[config.mk]
export PLATFORM = sky130hd
export DESIGN_NAME = twos_to_sign_mag_serial_flat
export DESIGN_NICKNAME = d
export VERILOG_FILES = /design/src/rtl/calc_pkg.sv /design/src/rtl/twos_to_sign_mag_serial_if.sv /design/src/rtl/serial_negate_cell.sv /design/src/rtl/twos_to_sign_mag_serial.sv /design/src/flat_wrapper.sv
export SDC_FILE = /design/constraint.sdc
export NUM_CORES = 1
export LEC_CHECK = 0
export CAP_MARGIN = 30
export CORE_MARGIN = 5
export CORE_UTILIZATION = 45
export CTS_CLUSTER_DIAMETER = 80
export DETAILED_ROUTE_END_ITERATION = 16
export GPL_TIMING_DRIVEN = 0
export PLACE_DENSITY = 0.72
export SLEW_MARGIN = 20
export SYNTH_ARGS = -nofsm -noshare
export SYNTH_HDL_FRONTEND = slang
export SYNTH_SLANG_ARGS = --single-unit
[constraint.sdc]
create_clock -name clk -period 1.2 [get_ports clk]
set_input_delay 0.3 -clock clk [delete_from_list [all_inputs] [get_ports clk]]
set_output_delay 0.3 -clock clk [all_outputs]
set_load 0.03 [all_outputs]
[src/rtl/calc_pkg.sv]
// Shared types and constants for the calculator's serial sign conversion blocks.
package calc_pkg;

  typedef enum logic [1:0] {
    StIdle,
    StShift,
    StDone
  } state_e;

  // Widest word the saturation pattern below covers.
  localparam int unsigned MaxN = 64;

  // Most-negative input has no sign-magnitude form; it saturates to {1, all ones}.
  localparam logic [MaxN-1:0] SatPattern = {1'b1, {(MaxN-1){1'b1}}};

  // Bit-counter width; a 1-bit counter still suffices for the N = 2 corner.
  function automatic int unsigned cnt_width(input int unsigned n);
    return (n > 2) ? int'($clog2(n)) : 1;
  endfunction

endpackage

[src/rtl/twos_to_sign_mag_serial_if.sv]
// Valid/ready input and output channels of the serial sign converter.
interface twos_to_sign_mag_serial_if #(
  parameter int unsigned N = 8
) ();

  logic         in_valid;
  logic         in_ready;
  logic [N-1:0] in_data;
  logic         out_valid;
  logic         out_ready;
  logic [N-1:0] out_data;
  logic         out_ovf;

  // Producer/consumer side driving the converter.
  modport master (
    output in_valid, in_data, out_ready,
    input  in_ready, out_valid, out_data, out_ovf
  );

  // Converter side.
  modport slave (
    input  in_valid, in_data, out_ready,
    output in_ready, out_valid, out_data, out_ovf
  );

endinterface

[src/rtl/serial_negate_cell.sv]
// One bit of serial two's-complement negation: copy bits up to and including
// the first one, invert every bit after it. Passes bits through when sign is 0.
module serial_negate_cell (
  input  logic b_i,
  input  logic sign_i,
  input  logic seen_one_i,
  output logic res_o,
  output logic seen_one_o
);

  // Per-bit result and updated first-one tracker.
  always_comb begin
    res_o      = (sign_i && seen_one_i) ? ~b_i : b_i;
    seen_one_o = sign_i ? (seen_one_i | b_i) : seen_one_i;
  end

endmodule

[src/rtl/twos_to_sign_mag_serial.sv]
// Bit-serial two's-complement to sign-magnitude converter, LSB first, one bit
// per clock, with valid/ready handshakes on both sides.
module twos_to_sign_mag_serial
  import calc_pkg::*;
#(
  parameter int unsigned N = 8
) (
  input  logic                      clk,
  input  logic                      rst,
  twos_to_sign_mag_serial_if.slave  bus,
  output logic                      busy
);

  localparam int unsigned CntW = cnt_width(N);

  state_e          state_q, state_d;
  logic [N-1:0]    shreg_q, shreg_d;
  logic            sign_q, sign_d;
  logic            seen_q, seen_d;
  logic [CntW-1:0] cnt_q, cnt_d;
  logic [N-2:0]    mag_q, mag_d;
  logic [N-1:0]    out_data_q, out_data_d;
  logic            out_ovf_q, out_ovf_d;

  logic            res_bit;
  logic            seen_next;
  logic            ovf;
  logic [N-1:0]    mag_ext;

  serial_negate_cell u_cell (
    .b_i        (shreg_q[0]),
    .sign_i     (sign_q),
    .seen_one_i (seen_q),
    .res_o      (res_bit),
    .seen_one_o (seen_next)
  );

  // Next-state logic: accept in IDLE, shift N-1 bits, hold the result in DONE.
  always_comb begin
    state_d    = state_q;
    shreg_d    = shreg_q;
    sign_d     = sign_q;
    seen_d     = seen_q;
    cnt_d      = cnt_q;
    mag_d      = mag_q;
    out_data_d = out_data_q;
    out_ovf_d  = out_ovf_q;
    // New result bit enters at the top of the magnitude; works down to N = 2.
    mag_ext    = {res_bit, mag_q} >> 1;
    // No one among the low bits of a negative word means it was 100..0.
    ovf        = sign_q & ~seen_next;

    unique case (state_q)
      StIdle: begin
        if (bus.in_valid) begin
          shreg_d = bus.in_data;
          sign_d  = bus.in_data[N-1];
          seen_d  = 1'b0;
          cnt_d   = '0;
          state_d = StShift;
        end
      end
      StShift: begin
        shreg_d = shreg_q >> 1;
        mag_d   = mag_ext[N-2:0];
        seen_d  = seen_next;
        cnt_d   = cnt_q + CntW'(1);
        if (cnt_q == CntW'(N - 2)) begin
          out_data_d = ovf ? SatPattern[N-1:0] : {sign_q, mag_ext[N-2:0]};
          out_ovf_d  = ovf;
          state_d    = StDone;
        end
      end
      StDone: begin
        if (bus.out_ready) begin
          state_d = StIdle;
        end
      end
      default: state_d = StIdle;
    endcase
  end

  // Outputs decode from registered state only; in_ready stays low during reset.
  always_comb begin
    bus.in_ready  = (state_q == StIdle) && !rst;
    bus.out_valid = (state_q == StDone);
    bus.out_data  = out_data_q;
    bus.out_ovf   = out_ovf_q;
    busy          = (state_q == StShift);
  end

  // State and datapath registers with synchronous reset.
  always_ff @(posedge clk) begin
    if (rst) begin
      state_q    <= StIdle;
      shreg_q    <= '0;
      sign_q     <= 1'b0;
      seen_q     <= 1'b0;
      cnt_q      <= '0;
      mag_q      <= '0;
      out_data_q <= '0;
      out_ovf_q  <= 1'b0;
    end else begin
      state_q    <= state_d;
      shreg_q    <= shreg_d;
      sign_q     <= sign_d;
      seen_q     <= seen_d;
      cnt_q      <= cnt_d;
      mag_q      <= mag_d;
      out_data_q <= out_data_d;
      out_ovf_q  <= out_ovf_d;
    end
  end

endmodule

[src/flat_wrapper.sv]
// flat-port wrapper written by rule: the top's interface ports become plain ports
module twos_to_sign_mag_serial_flat import calc_pkg::*;
#(
  parameter int unsigned N = 8
)
  (clk, rst, busy, bus_in_valid, bus_in_data, bus_out_ready, bus_in_ready, bus_out_valid, bus_out_data, bus_out_ovf);
  twos_to_sign_mag_serial_if #(.N(N)) bus_i ();
  input  logic clk;
  input  logic rst;
  output logic busy;
  input wire logic [$bits(bus_i.in_valid)-1:0] bus_in_valid;
  input wire logic [$bits(bus_i.in_data)-1:0] bus_in_data;
  input wire logic [$bits(bus_i.out_ready)-1:0] bus_out_ready;
  output wire logic [$bits(bus_i.in_ready)-1:0] bus_in_ready;
  output wire logic [$bits(bus_i.out_valid)-1:0] bus_out_valid;
  output wire logic [$bits(bus_i.out_data)-1:0] bus_out_data;
  output wire logic [$bits(bus_i.out_ovf)-1:0] bus_out_ovf;
  assign bus_i.in_valid = bus_in_valid;
  assign bus_i.in_data = bus_in_data;
  assign bus_i.out_ready = bus_out_ready;
  assign bus_in_ready = bus_i.in_ready;
  assign bus_out_valid = bus_i.out_valid;
  assign bus_out_data = bus_i.out_data;
  assign bus_out_ovf = bus_i.out_ovf;
  twos_to_sign_mag_serial #(.N(N)) u_core (.clk(clk), .rst(rst), .bus(bus_i), .busy(busy));
endmodule
[Word-level counts from Yosys, hierarchy flattened]
Cells that the tools add are included.
Operators by class
  eq/ne operators: 6
  divide/modulo/power cells: 0
  add/subtract/negate cells: 1
  shift-type cells: 0
  order comparisons: 0
  $mul: 0
  bitwise logic cells: 4
  reduce and logical (&&, ||, !) cells: 9
  mux-type cells: 13
Operators with widths (number)
  $mux W8: 2
  $pmux W8 S2: 1
  $mux W2: 3
  $pmux W2 S3: 1
  $pmux W3 S2: 1
  $reduce_and A2 Y1: 3
  $ne A2 B2 Y1 const B: 2
  $add A3 B1 Y3 const B: 1
  $eq A3 B3 Y1 const B: 1
  $mux W1: 3
  $mux W3: 1
  $reduce_and A3 Y1: 1
  $eq A2 B1 Y1 const B: 1
  $eq A2 B2 Y1 const B: 1
  $logic_and A1 B1 Y1: 2
  $logic_not A2 Y1: 1
  $ne A2 B1 Y1 const B: 1
  $not A1 Y1: 2
  $pmux W1 S2: 1
  $reduce_bool A2 Y1: 1
  $and A1 B1 Y1: 1
  $logic_not A1 Y1: 1
  $or A1 B1 Y1: 1
Storage, ports and cells
  bits of input ports: 12
  bits in latches: 0
  register bits after elaboration: 31
  memories: 0
  logic and storage cells: 41
  bits in writable memories: 0
  output and inout port bits: 12
  ROM bits: 0

[Logic depth before layout (Yosys ltp)]
  word-level depth: 5
  mapped depth: 7
  depth with buffers taken out: 5

[Cells and area by module]
Synthesis repeated with hierarchy kept, for this count alone.
Second synthesis, totals
  cell total of the unflattened synthesis: 140
  area, all modules: 1296.2 um^2
By module, submodules not included
  twos_to_sign_mag_serial: times used 1, area an instance 1275.0 um^2, cells an instance 137, seq. area each 600.6 um^2
  serial_negate_cell: times used 1, area an instance 21.3 um^2, cells an instance 3, seq. area each 0.0 um^2

[Least setup slack after synthesis]
OpenSTA, ideal clock, no wires.
  kind: input -> output
  start point: in rst
  end point: out bus_in_ready
  required time: 900 ps
  path buffers: 1
  stages on the path: 2
  path slack: -244 ps
  data arrival time: 1144 ps
  path through: clkbuf_1 nor3_1
On the way
  word-level cells in the longest chain between the ends: 2
RTL lines
  start: declaration: RTL line flat_wrapper.sv:9  | input logic rst;
  $logic_not A1 Y1: RTL line twos_to_sign_mag_serial.sv:85  | bus.in_ready = (state_q == StIdle) && !rst;
  $logic_and A1 B1 Y1: RTL line twos_to_sign_mag_serial.sv:85
  end: declaration: RTL line flat_wrapper.sv:14  | output wire logic [$bits(bus_i.in_ready)-1:0] bus_in_ready;
No other way between the ends.

[Final worst setup path]
  start point: reg u_core.state_q[1]
  end point: out busy
On the way
  word-level cells in the longest chain between the ends: 1
RTL lines
  start: declaration: RTL line twos_to_sign_mag_serial.sv:16  | state_e state_q, state_d;
  start signal: assignment: RTL line twos_to_sign_mag_serial.sv:95  | state_q <= StIdle;
  start signal: assignment: RTL line twos_to_sign_mag_serial.sv:104  | state_q <= state_d;
  $eq A2 B1 Y1: RTL line twos_to_sign_mag_serial.sv:89  | busy = (state_q == StShift);
  end: declaration: RTL line flat_wrapper.sv:10  | output logic busy;
No other way between the ends.

==> impl_metrics.py <==
metrics = {
    "sta": {
        "post-route-period-util": 1.22,
        "slew_viol_final": 0,
        "timing.hold.ws_ps": 260,
        "finalClockSkew_ps": 9.10,
        "setup_repair_after_global_routing_missed_its_margin": "true",
        "max_freq_mhz": 681,
        "maxSlewHeadroom": 0.540,
        "setup_ws_ps": -268,
        "post-route-min-period_ps": 1470,
        "worstMarginPinSlew_ps": 690,
        "final_setup_vio_count": 24,
        "finalHoldViolCount": 0,
    },
    "power": {
        "total_power_uw": 2110,
        "p_per_area_nw_per_um2": 1040,
        "comb_power_share": 0.174,
        "portion_of_total_power_attributed_to_the_clock_network": 0.317,
        "pwr-share-seq": 0.509,
        "switching_share": 0.289,
        "intPower_uw": 1500,
        "power.ir.vdd_worst_mv": 1.04,
        "leakage_uw": 0.000828,
        "net_sw_power_uw": 610,
    },
    "detailed_routing": {
        "post_drt_via_cell_ratio": 5.53,
        "route.antenna.remaining_nets": 0,
        "wirelength_um": 3700,
        "drt_iter0_markers": 71,
        "post_drt_wl_per_cell_um": 16.5,
        "drt_drc_violations_left": 0,
        "route.vias.total": 1238,
        "firstDrtPassIters": 4,
    },
    "cells_and_area": {
        "layout.cells.non_filler": 224,
        "mostFrequentLayoutCells": "24 x sky130_fd_sc_hd__dfxtp_1, 22 x sky130_fd_sc_hd__nand2_1, 17 x sky130_fd_sc_hd__buf_4, 15 x sky130_fd_sc_hd__nor2_1, 10 x sky130_fd_sc_hd__a21oi_1",
        "mostFrequentLayoutCell": "sky130_fd_sc_hd__dfxtp_1",
        "antenna_cells": 0,
        "finalInstanceArea_um2": 2030,
        "finalNetCount": 206,
        "syn_to_final_growth_pct": 59.2,
        "postLayoutCoreUtil": 0.742,
        "share_of_layout_cells_above_drive_strength_1": 0.461,
    },
    "synthesis": {
        "synth-edff-count": 0,
        "syn-mean-instance-area_um2": 8.79,
        "synth_top_family_by_area": "simple AND/OR/NAND/NOR gates",
        "synth.net_count": 159,
        "dominantRegCellSynth": "sky130_fd_sc_hd__dfxtp_1",
        "synthSimpleGateAreaFrac": 0.242,
        "yosys_warnings": 0,
        "yosysUniqueCellTypes": 34,
        "synth_largest_type_area_fraction": 0.471,
        "synth.area.mux_share": 0.00785,
        "async_reset_ff_frac": 0,
        "post_synth_inst_count": 145,
        "synthXorXnorAreaFrac": 0.00687,
        "post_synth_fa_ha_maj_area_fraction": 0.0196,
        "synthTopCellsByArea": "sky130_fd_sc_hd__dfxtp_1 47%, sky130_fd_sc_hd__nand2_1 6.8%, sky130_fd_sc_hd__a21oi_1 6.3%, sky130_fd_sc_hd__nor2_1 5.6%, sky130_fd_sc_hd__nor3_1 5.5%",
        "synth_compound_area_frac": 0.177,
        "synth_sequential_area_ratio": 0.471,
        "ys_ff_latch": 30,
        "netlist.top_cell.by_area": "sky130_fd_sc_hd__dfxtp_1",
        "mappedNetlistArea_um2": 1270,
    },
    "cts": {
        "cts_buffers": 5,
        "clk_pin_slew_worst_paths_ps": 110,
        "cts.sink_count": 30,
        "cts_tree": "built",
        "clock_tree.root_cell": "sky130_fd_sc_hd__clkbuf_4",
        "cts_hold_repair.buffers": 0,
        "clk_path_buf_depth": 2,
        "h-tree-depth": 2,
        "clk-insertion-delay-late_ps": 340,
    },
    "floorplanning": {
        "core.rowCount": 19,
        "floorplan.io_pins": 24,
        "initial_core_util": 0.466,
        "core-area_um2": 2730,
        "fp.dieArea_um2": 4000,
        "die_w_um": 63.2,
        "die_y_um": 63.2,
    },
    "global_route": {
        "antenna_violations_before_repair": 0,
        "grt.total_usage": 0.183,
        "pin_count_of_the_biggest_net_entering_global_routing": 11,
        "via_count_of_the_first_global_routing_pass": 1231,
        "grt_pass1_wl_um": 5680,
        "grt-ovfl-total": 0,
    },
    "placement": {
        "gp_congestion": 0.775,
        "detailed_place_hpwl_um": 1980,
        "placed_cells": 199,
        "port-buffer-count": 23,
        "dpl_cell_area_um2": 1550,
    },
    "critical_path": {
        "timing.critical_path.required_ps": 900,
        "worstReg2RegStart": "u_core.state_q[1]",
        "worstSetupPathType": "reg -> out",
        "crit_arrival_ps": 1170,
        "worstSetupStartpointType": "flip-flop",
        "endpoint_kind": "primary output",
        "crit_fanout": 4,
        "critPathLaunch": "u_core.state_q[1]",
    },
    "run": {
        "max_cap_violations": 0,
    },
    "outcome": {
        "violations": "setup timing",
        "result_of_the_run": "finished with violations",
    },
    "hold_path": {
        "min-delay-path-class": "in -> reg",
        "worstHoldStart": "rst",
    },
}
==> metrics by stage <==
| step | TNS [ps] | setup WS, ps |
|---|---|---|
| 3_3_place_gp | -10620 | -981 |
| 2_1_floorplan | 0 | 9.59 |
| 4_1_cts | -1520 | -361 |
| 6_report | -2710 | -268 |
| 3_5_place_dp | -11320 | -1020 |
| 5_1_grt | -3900 | -312 |
==> cells by family (layout without fill, tap and decap cells) <==
kind of cell               count (synthesis)  count (layout)
AOI/OAI and AO/OA                         33              35
xor gates and xnor gates                   1               1
adders and majority gates                  2               2
buffers and inverters                     12              57
DFF                                       30              30
muxes                                      1               1
and+or+nand+nor                           66              67
==> cell usage after synthesis, types with 2 or more instances <==
cell type	instances
sky130_fd_sc_hd__nor3_1	14
sky130_fd_sc_hd__a21oi_1	16
sky130_fd_sc_hd__dfxtp_1	30
sky130_fd_sc_hd__nor2_1	19
sky130_fd_sc_hd__clkbuf_1	3
sky130_fd_sc_hd__a211oi_1	8
sky130_fd_sc_hd__ha_1	2
sky130_fd_sc_hd__inv_1	2
sky130_fd_sc_hd__buf_6	3
sky130_fd_sc_hd__nand2_1	23
sky130_fd_sc_hd__nand2b_1	2
==> power groups by stage <==
stage | sequential, uW | combinational [uW] | clock [uW]
floorplan | 1070 | 166 | 0
global placement | 1080 | 238 | 0
detailed placement | 1080 | 245 | 0
CTS | 1060 | 324 | 672
global route | 1080 | 389 | 723
finish | 1070 | 367 | 668
==> final cells by class <==
type                       count  area (um2)
timing repair buffer          40         394
inverter                       3        18.8
tap                           31        38.8
multi-input combinational    106         836
sequential                    30         613
fill                         190         704
clock buffer                   6        51.3
clock inverter                 2        12.5
buffer                         6        65.1
==> repair_timing <==
item | 4_1_cts | 5_1_grt
setup endpoints to repair | 39 | 42
setup buffers | 9 | 6
pin swaps | 7 | 11
cloned | 3 | 2
gates resized for setup | 105 | 49
==> sequential cells by signal (all words and copies together), names as in the netlist <==
signal and flops:
u_core.bus.out_data 8, u_core.shreg_q 8, u_core.mag_q 6, u_core.cnt_q 3
u_core.state_q 2, u_core.bus.out_ovf 1, u_core.seen_q 1, u_core.sign_q 1
==> final timing paths <==
| kind | end | slack [ps] | depth (start not counted) |
|---|---|---|---|
| setup / recovery | busy | -270 | 4 |
| hold / removal | u_core.seen_q | 260 | 2 |
| hold reg to reg | u_core.bus.out_data[6] | 460 | 2 |
| setup reg to reg | u_core.bus.out_data[6] | -200 | 6 |
==> critical path: stages (launching register included) <==
cell,delay [ps]
sky130_fd_sc_hd__dfxtp_4,380
sky130_fd_sc_hd__nand2b_4,160
sky130_fd_sc_hd__inv_8,40
sky130_fd_sc_hd__buf_12,120
sky130_fd_sc_hd__buf_8,120
==> layer usage <==
layer | routed length, um | share of wire | global-route usage | vias up
met5 | 0 | 0 | 0 | -
met4 | 65 | 0.018 | 0.0987 | 0
met3 | 178 | 0.048 | 0.0657 | 6
met2 | 2000 | 0.54 | 0.315 | 29
met1 | 1450 | 0.39 | 0.192 | 597
li1 | - | - | - | 606
(Power assumes the default switching activity.)
